`src/rtl/fibo_arbiter.sv`:
```
// fibo_arbiter: round-robin sequencer sharing one Fibonacci unit among N_REQ requesters.
// One job in flight at a time; a watchdog aborts jobs the unit never completes.
module fibo_arbiter #(
  parameter  int unsigned N_REQ   = 4,
  parameter  int unsigned TIMEOUT = 64,
  localparam int unsigned IDX_W   = 5,
  localparam int unsigned F_W     = 20
) (
  input  logic                   clk,
  input  logic                   rst,
  input  logic [N_REQ-1:0]       req,
  input  logic [IDX_W*N_REQ-1:0] idx,
  output logic [N_REQ-1:0]       gnt,
  output logic [N_REQ-1:0]       resp_valid,
  output logic [F_W-1:0]         resp_f,
  output logic                   resp_err,
  output logic                   busy,
  output logic                   fibo_start,
  output logic [IDX_W-1:0]       fibo_i,
  input  logic                   fibo_ready,
  input  logic                   fibo_done_tick,
  input  logic [F_W-1:0]         fibo_f
);

  localparam int unsigned ID_W = (N_REQ > 1) ? $clog2(N_REQ) : 1;
  localparam int unsigned WD_W = $clog2(TIMEOUT);

  typedef enum logic [1:0] {
    IDLE  = 2'd0,
    START = 2'd1,
    WAIT  = 2'd2,
    RESP  = 2'd3
  } state_e;

  state_e            state_q, state_d;
  logic [ID_W-1:0]   ptr_q, ptr_d;
  logic [ID_W-1:0]   id_q, id_d;
  logic [IDX_W-1:0]  idx_q, idx_d;
  logic [WD_W-1:0]   wd_q, wd_d;
  logic [F_W-1:0]    res_q, res_d;
  logic              err_q, err_d;

  logic [N_REQ-1:0]  gnt_q, gnt_d;
  logic [N_REQ-1:0]  resp_valid_q, resp_valid_d;
  logic [F_W-1:0]    resp_f_q, resp_f_d;
  logic              resp_err_q, resp_err_d;
  logic              busy_q, busy_d;
  logic              fibo_start_q, fibo_start_d;
  logic [IDX_W-1:0]  fibo_i_q, fibo_i_d;

  logic [IDX_W-1:0]  idx_a [N_REQ];
  logic              win_vld;
  logic [ID_W-1:0]   win_id;
  int unsigned       cand;

  for (genvar k = 0; k < N_REQ; k++) begin : g_idx
    assign idx_a[k] = idx[k*IDX_W +: IDX_W];
  end

  // Round-robin search starting at ptr_q, wrapping modulo N_REQ
  always_comb begin
    win_vld = 1'b0;
    win_id  = '0;
    cand    = 0;
    for (int unsigned o = 0; o < N_REQ; o++) begin
      cand = 32'(ptr_q) + o;
      if (cand >= N_REQ) cand = cand - N_REQ;
      if (!win_vld && req[ID_W'(cand)]) begin
        win_vld = 1'b1;
        win_id  = ID_W'(cand);
      end
    end
  end

  // Next-state and registered-output decode
  always_comb begin
    state_d = state_q;
    ptr_d   = ptr_q;
    id_d    = id_q;
    idx_d   = idx_q;
    wd_d    = wd_q;
    res_d   = res_q;
    err_d   = err_q;

    unique case (state_q)
      IDLE: begin
        if (win_vld && fibo_ready) begin
          id_d    = win_id;
          idx_d   = idx_a[win_id];
          ptr_d   = (win_id == ID_W'(N_REQ - 1)) ? '0 : win_id + ID_W'(1);
          state_d = START;
        end
      end
      START: begin
        wd_d    = '0;
        state_d = WAIT;
      end
      WAIT: begin
        wd_d = wd_q + WD_W'(1);
        // done_tick takes precedence over a coincident timeout
        if (fibo_done_tick) begin
          res_d   = fibo_f;
          err_d   = 1'b0;
          state_d = RESP;
        end else if (wd_q == WD_W'(TIMEOUT - 1)) begin
          res_d   = '0;
          err_d   = 1'b1;
          state_d = RESP;
        end
      end
      RESP: begin
        state_d = IDLE;
      end
      default: state_d = IDLE;
    endcase

    gnt_d        = '0;
    resp_valid_d = '0;
    resp_f_d     = '0;
    resp_err_d   = 1'b0;
    fibo_start_d = 1'b0;
    fibo_i_d     = '0;
    busy_d       = (state_d != IDLE);
    if (state_d == START) begin
      gnt_d[id_d]  = 1'b1;
      fibo_start_d = 1'b1;
      fibo_i_d     = idx_d;
    end
    if (state_d == RESP) begin
      resp_valid_d[id_d] = 1'b1;
      resp_f_d           = res_d;
      resp_err_d         = err_d;
    end
  end

  always_ff @(posedge clk) begin
    if (rst) begin
      state_q      <= IDLE;
      ptr_q        <= '0;
      id_q         <= '0;
      idx_q        <= '0;
      wd_q         <= '0;
      res_q        <= '0;
      err_q        <= 1'b0;
      gnt_q        <= '0;
      resp_valid_q <= '0;
      resp_f_q     <= '0;
      resp_err_q   <= 1'b0;
      busy_q       <= 1'b0;
      fibo_start_q <= 1'b0;
      fibo_i_q     <= '0;
    end else begin
      state_q      <= state_d;
      ptr_q        <= ptr_d;
      id_q         <= id_d;
      idx_q        <= idx_d;
      wd_q         <= wd_d;
      res_q        <= res_d;
      err_q        <= err_d;
      gnt_q        <= gnt_d;
      resp_valid_q <= resp_valid_d;
      resp_f_q     <= resp_f_d;
      resp_err_q   <= resp_err_d;
      busy_q       <= busy_d;
      fibo_start_q <= fibo_start_d;
      fibo_i_q     <= fibo_i_d;
    end
  end

  assign gnt        = gnt_q;
  assign resp_valid = resp_valid_q;
  assign resp_f     = resp_f_q;
  assign resp_err   = resp_err_q;
  assign busy       = busy_q;
  assign fibo_start = fibo_start_q;
  assign fibo_i     = fibo_i_q;

endmodule

```
`config.mk`:
```
export PLATFORM = sky130hd
export DESIGN_NAME = fibo_arbiter
export DESIGN_NICKNAME = d
export VERILOG_FILES = /design/src/rtl/fibo_arbiter.sv
export SDC_FILE = /design/constraint.sdc
export NUM_CORES = 1
export LEC_CHECK = 0
export BUFFER_PORTS_ARGS = -buffer_cell sky130_fd_sc_hd__buf_2
export CAP_MARGIN = 30
export CORE_AREA = 8 8 107 80
export DETAILED_ROUTE_END_ITERATION = 10
export DIE_AREA = 0 0 115 88
export PLACE_DENSITY = 0.69
export SLEW_MARGIN = 30
export SYNTH_ARGS = -nofsm -noshare
export SYNTH_HDL_FRONTEND = slang
export SYNTH_SLANG_ARGS = --single-unit
```
`constraint.sdc`:
```
create_clock -name clk -period 4.5 [get_ports clk]
set_clock_uncertainty 0.05 [all_clocks]
set_input_delay 0.45 -clock clk [delete_from_list [all_inputs] [get_ports clk]]
set_output_delay 0.45 -clock clk [all_outputs]
set_load 0.02 [all_outputs]
```
### Word-level counts from Yosys, hierarchy flattened

Index checks and enable logic that the tools add are counted.

| word-level totals | value |
|---|---|
| bits in read-only memories | 0 |
| bits in registers | 74 |
| bits in latches | 0 |
| memories kept | 0 |
| bits in writable memories | 0 |

| cells by class | value |
|---|---|
| equal/unequal tests | 7 |
| div/mod/pow operators | 0 |
| shifts and indexed selects | 0 |
| bitwise logic cells | 3 |
| add/subtract/negate cells | 9 |
| multiply operators | 0 |
| magnitude comparators | 11 |
| reductions and logical operators | 14 |
| multiplexer cells | 42 |

Operators with widths:

| kind | number |
|---|---|
| 20-bit two-way mux | 3 |
| 2-bit two-way mux | 14 |
| 5-bit two-way mux | 4 |
| 2-bit by 3-bit less-than comparator with 1-bit output, second input constant | 5 |
| 1-bit two-way mux | 13 |
| 3-bit >= comparator, second input constant | 4 |
| 6-bit one-hot mux with 2 select lines | 1 |
| 5-bit binary-select mux with 2-bit select | 1 |
| 1-bit binary-select mux with 2-bit select | 4 |
| 2-bit == test, second input constant | 4 |
| 2-bit one-hot mux with 4 select lines | 1 |
| 2-bit by 1-bit subtractor with 2-bit output, second input constant | 4 |
| 2-bit by 2-bit adder with 3-bit output, second input constant | 2 |
| 6-bit by 1-bit adder with 6-bit output, second input constant | 1 |
| 6-bit == test, second input constant | 1 |
| 1-bit logical AND | 5 |
| 2-bit by 1-bit == test with 1-bit output, second input constant | 2 |
| 2-bit nonzero test | 2 |
| 2-bit OR reduction | 2 |
| 2-bit by 1-bit adder with 3-bit output, second input constant | 1 |
| 2-bit by 3-bit >= comparator with 1-bit output, second input constant | 1 |
| 1-bit logical NOT | 3 |
| 2-bit inverter with 3-bit output | 1 |
| 2-bit by 1-bit adder with 2-bit output, second input constant | 1 |
| other kinds (5) | 6 |

### Logic depth before layout (Yosys ltp)

| depth | value |
|---|---|
| depth after elaboration | 21 |
| mapped depth | 11 |

### Worst setup path after synthesis

OpenSTA, ideal clock, no wires.

| timing | value |
|---|---|
| kind | register to register |
| start point | register state_q[0] |
| end point | register res_q[9] |
| clock period less this slack | 2,062 ps |
| arrival time | 1,885 ps |
| path slack | 2,438 ps |
| stages on the path, launching flop included | 11 |
| required time | 4,322 ps |
| buffers on the path | 3 |
| setup time | 128 ps |
| cell sequence | dfxtp_1 -> inv_1 -> ha_1 -> nand4_1 -> or2_0 -> buf_2 -> o21a_1 -> clkbuf_1 -> clkbuf_1 -> a22oi_1 -> nor2_1 |

| on the way | value |
|---|---|
| cells in the longest elaborated chain, start to end | 2 |

Ends and longest elaborated chain:

| element | RTL line | text |
|---|---|---|
| start: declaration | 35 | `state_e state_q, state_d;` |
| start signal: assignment | 153 | `state_q <= state_d;` |
| 2-bit == test | 85 | `unique case (state_q)` |
| 20-bit two-way mux | 85 |  |
| end signal: assignment | 158 | `res_q <= res_d;` |
| end: declaration | 40 | `logic [F_W-1:0] res_q, res_d;` |

Every way passes these cells.
A chain may end at the register's enable or synchronous reset.

### Worst setup path in the final report

| timing | value |
|---|---|
| start point | register state_q[0] |
| end point | register resp_f_q[19], in the netlist resp_f[19] |

| on the way | value |
|---|---|
| cells in the longest elaborated chain, start to end | 6 |
| elaborated cells between the ends (all ways) | 12 |
| classes of those cells | 4 x eq/ne; 5 x mux; 1 x bitwise; 2 x reduce/logical |

Ends and longest elaborated chain:

| element | RTL line | text |
|---|---|---|
| 2-bit two-way mux | 105 | `end else if (wd_q == WD_W'(TIMEOUT - 1)) begin` |
| 2-bit two-way mux | 101 | `if (fibo_done_tick) begin` |
| 2-bit one-hot mux with 4 select lines | 85 |  |
| 2-bit == test | 129 | `if (state_d == RESP) begin` |
| 1-bit inverter (no source line) | - |  |
| 2-bit OR reduction (no source line) | - |  |
| end signal: assignment | 162 | `resp_f_q <= resp_f_d;` |
| end: declaration | 45 | `logic [F_W-1:0] resp_f_q, resp_f_d;` |

Several ways; a longest one is shown, not always the timed one.

==> run_results.csv <==
group,metric,value,unit
cts,cts_tree,"built",
global_route,grt_start_max_net_pins,35,
synthesis,yosys_warnings,0,
detailed_routing,wl_per_cell,13.8,µm
synthesis,syn_nets,372,
sta,final_max_slew_viol_count,0,
cells_and_area,nFillCells,681,
sta,min_period,2.36,ns
setup_path,reg2reg_from,"state_q[0]",
detailed_routing,drtAntennaViolNets,0,
sta,whs,0.331,ns
detailed_routing,first_iter_violations,87,
global_route,grt_antenna_before_repair,0,
synthesis,netlist_area,0.00298,mm²
synthesis,yosysUniqueCellTypes,48,
synthesis,synthArstFlopShare,0,
setup_path,critPathArrivalTime,2.60,ns
synthesis,syn_inst,319,
placed_design,place_inst,476,
placed_design,dp_slack,2.12,ns
floorplanning,ios,84,
global_route,grt_pass1_wl,10.9,mm
cells_and_area,fin_nets,442,
global_route,grt_use_total,0.136,
setup_path,cp-end-kind,"register",
sta,tightest_slew,0.885,ns
floorplanning,coreArea,0.00696,mm²
global_route,grt_pass1_vias,2402,
sta,fmax,423,MHz
power,leakagePower,0.00150,µW
cts,postCtsSetupRepairBufs,0,
sta,hold_viol,0,
sta,finalCritPeriodShare,0.525,
cts,postCtsHoldBufs,0,
power,ir_drop,0.221,mV
cells_and_area,drive_gt1_frac,0.297,
status,status,"finished clean",
synthesis,ys_seq_area_frac,0.497,
cells_and_area,diodes,0,
placed_design,gp_congestion,0.829,
global_route,grt_overflow,0,
detailed_routing,first_pass_iters,5,
floorplanning,die_x,115,µm
detailed_routing,via_count,2463,
detailed_routing,drcViolationCount,0,
hold_path,hold_path_class,"input pin to register",
setup_path,path_class,"register to register",
floorplanning,start_util,0.428,
synthesis,synth_top_area_frac,0.497,
placed_design,dp_hpwl,4.97,mm
floorplanning,die_h,88,µm
cells_and_area,syn_to_final_growth,20.1,%
sta,tns,0,ns
detailed_routing,drt_wl_total,6.80,mm
synthesis,avgSynthCellArea,9.35,µm²
cts,clk_pin_slew,0.07,ns
cts,worstSkewPairLatency,0.34,ns
detailed_routing,via_per_inst,5.01,
setup_path,startpoint,"state_q[0]",
setup_path,cp_max_fo,25,
sta,maxSlewHeadroom,0.406,
cts,cts.sinks,74,
floorplanning,dieArea,0.0101,mm²
cts,cts_max_level,3,
sta,fin_ws,2.14,ns
synthesis,synth_edf_count,0,
synthesis,ys_top_cells_by_area,"dfxtp_1 (50%), nor2_1 (6.4%), a22oi_1 (4.8%)",
cts,clock_path_buffers,2,
synthesis,synth.ff_latch_count,74,
cts,cts-resized-gates,0,
job,cap_violations,0,
synthesis,ys.flop_type,"dfxtp_1",
power,cellPowerDensity,504,mW/mm²
hold_path,hp-start,"fibo_f[13]",
sta,setup_viol,0,
synthesis,synth.largest_area_cell,"dfxtp_1",
cts,numCtsBuffers,9,
setup_path,worst_setup_path_start_kind,"register",
setup_path,required,4.74,ns
floorplanning,row_count,26,
power,total_power,1800,µW
cells_and_area,stdcell_count,492,
sta,rsz0062_at_grt,"false",
placed_design,port_buffers,83,
cts,cts-root-buf,"clkbuf_8",
[layer usage]
layer / global-route usage / vias to the layer above / wire length [µm]
li1: - / 1265 / -
met1: 0.166 / 1114 / 3330
met2: 0.208 / 76 / 2850
met3: 0.0592 / 8 / 524
met4: 0.0463 / 0 / 95
met5: 0 / - / 0
[state kept, by name, indices dropped and copies added, names as in the netlist]
name        flops
res_q          20
resp_f         20
wd_q            6
fibo_i          5
idx_q           5
gnt             4
resp_valid      4
id_q            2
ptr_q           2
state_q         2
busy            1
err_q           1
fibo_start      1
resp_err        1
[worst max-delay path, stage by stage, from the launching register on]
cell and delay [ns]:
dfxtp_1 0.34, inv_1 0.11, ha_1 0.28, nand4_1 0.11
or2_0 0.32, a221oi_4 0.52, nand2b_4 0.29, and2b_1 0.27
[synthesized netlist by cell type, types with 2 or more instances]
cell	count
nand2b_1	4
clkbuf_1	15
inv_1	6
buf_6	2
dfxtp_1	74
nand4_1	8
nand4b_1	5
a21oi_1	4
nand3b_1	10
o221ai_1	5
a22oi_1	19
nor2_2	10
ha_1	5
nor3b_1	12
a311oi_1	2
buf_8	2
buf_2	4
nor2_1	51
o21a_1	8
xor2_1	3
or2_2	4
o21ai_0	14
a31oi_1	4
o32ai_1	5
nand2_1	20
[metrics by stage]
step           utilization  area, µm²
6_report             0.515       3580
5_1_grt              0.515       3580
4_1_cts              0.515       3580
3_5_place_dp         0.487       3390
3_3_place_gp         0.487       3390
2_1_floorplan            -       2980
[final cells by class]
cell class / instances / area (µm²) / share of cell area
Multi-Input combinational cell: 215 / 1350 / 0.376
Tap cell: 98 / 123 / 0.0342
Sequential cell: 74 / 1480 / 0.414
Timing Repair Buffer: 83 / 415 / 0.116
Inverter: 6 / 22.5 / 0.00629
Clock inverter: 6 / 66.3 / 0.0185
Clock buffer: 10 / 128 / 0.0356
[placed cells by master, fill, tap and decap left out, types with 6 or more instances in the layout]
cell / synthesis / routed
a22oi_1: 19 / 19
buf_2: 4 / 83
clkbuf_8: 0 / 9
dfxtp_1: 74 / 74
inv_1: 6 / 6
nand2_1: 20 / 20
nand3b_1: 10 / 10
nand4_1: 8 / 8
nor2_1: 51 / 51
nor2_2: 10 / 10
nor3b_1: 12 / 12
o21a_1: 8 / 8
o21ai_0: 14 / 14
[power by group]
group	total, µW	internal [µW]	switching (µW)
combinational	530	197	332
clock	495	258	237
sequential	780	735	44.4
total	1800	1190	613
[worst paths after layout]
check                     to  slack, ns  depth (start not counted)
hold / removal     res_q[13]       0.33                          3
setup / recovery  resp_f[19]       2.14                          7
setup reg to reg  resp_f[19]       2.14                          7
hold reg to reg    fibo_i[3]       0.44                          2
[cells by family (layout without fill, tap and decap cells)]
family          after synthesis  count (layout)  share of synthesized area
buf+inv                      30             105                     0.0520
flops                        74              74                      0.497
compound gates               66              66                      0.162
xor+xnor                      4               4                     0.0117
mux                           2               2                    0.00713
simple gates                138             138                      0.249
fa+ha+maj                     5               5                     0.0210
Note: power is estimated with default switching activity, not from simulation.
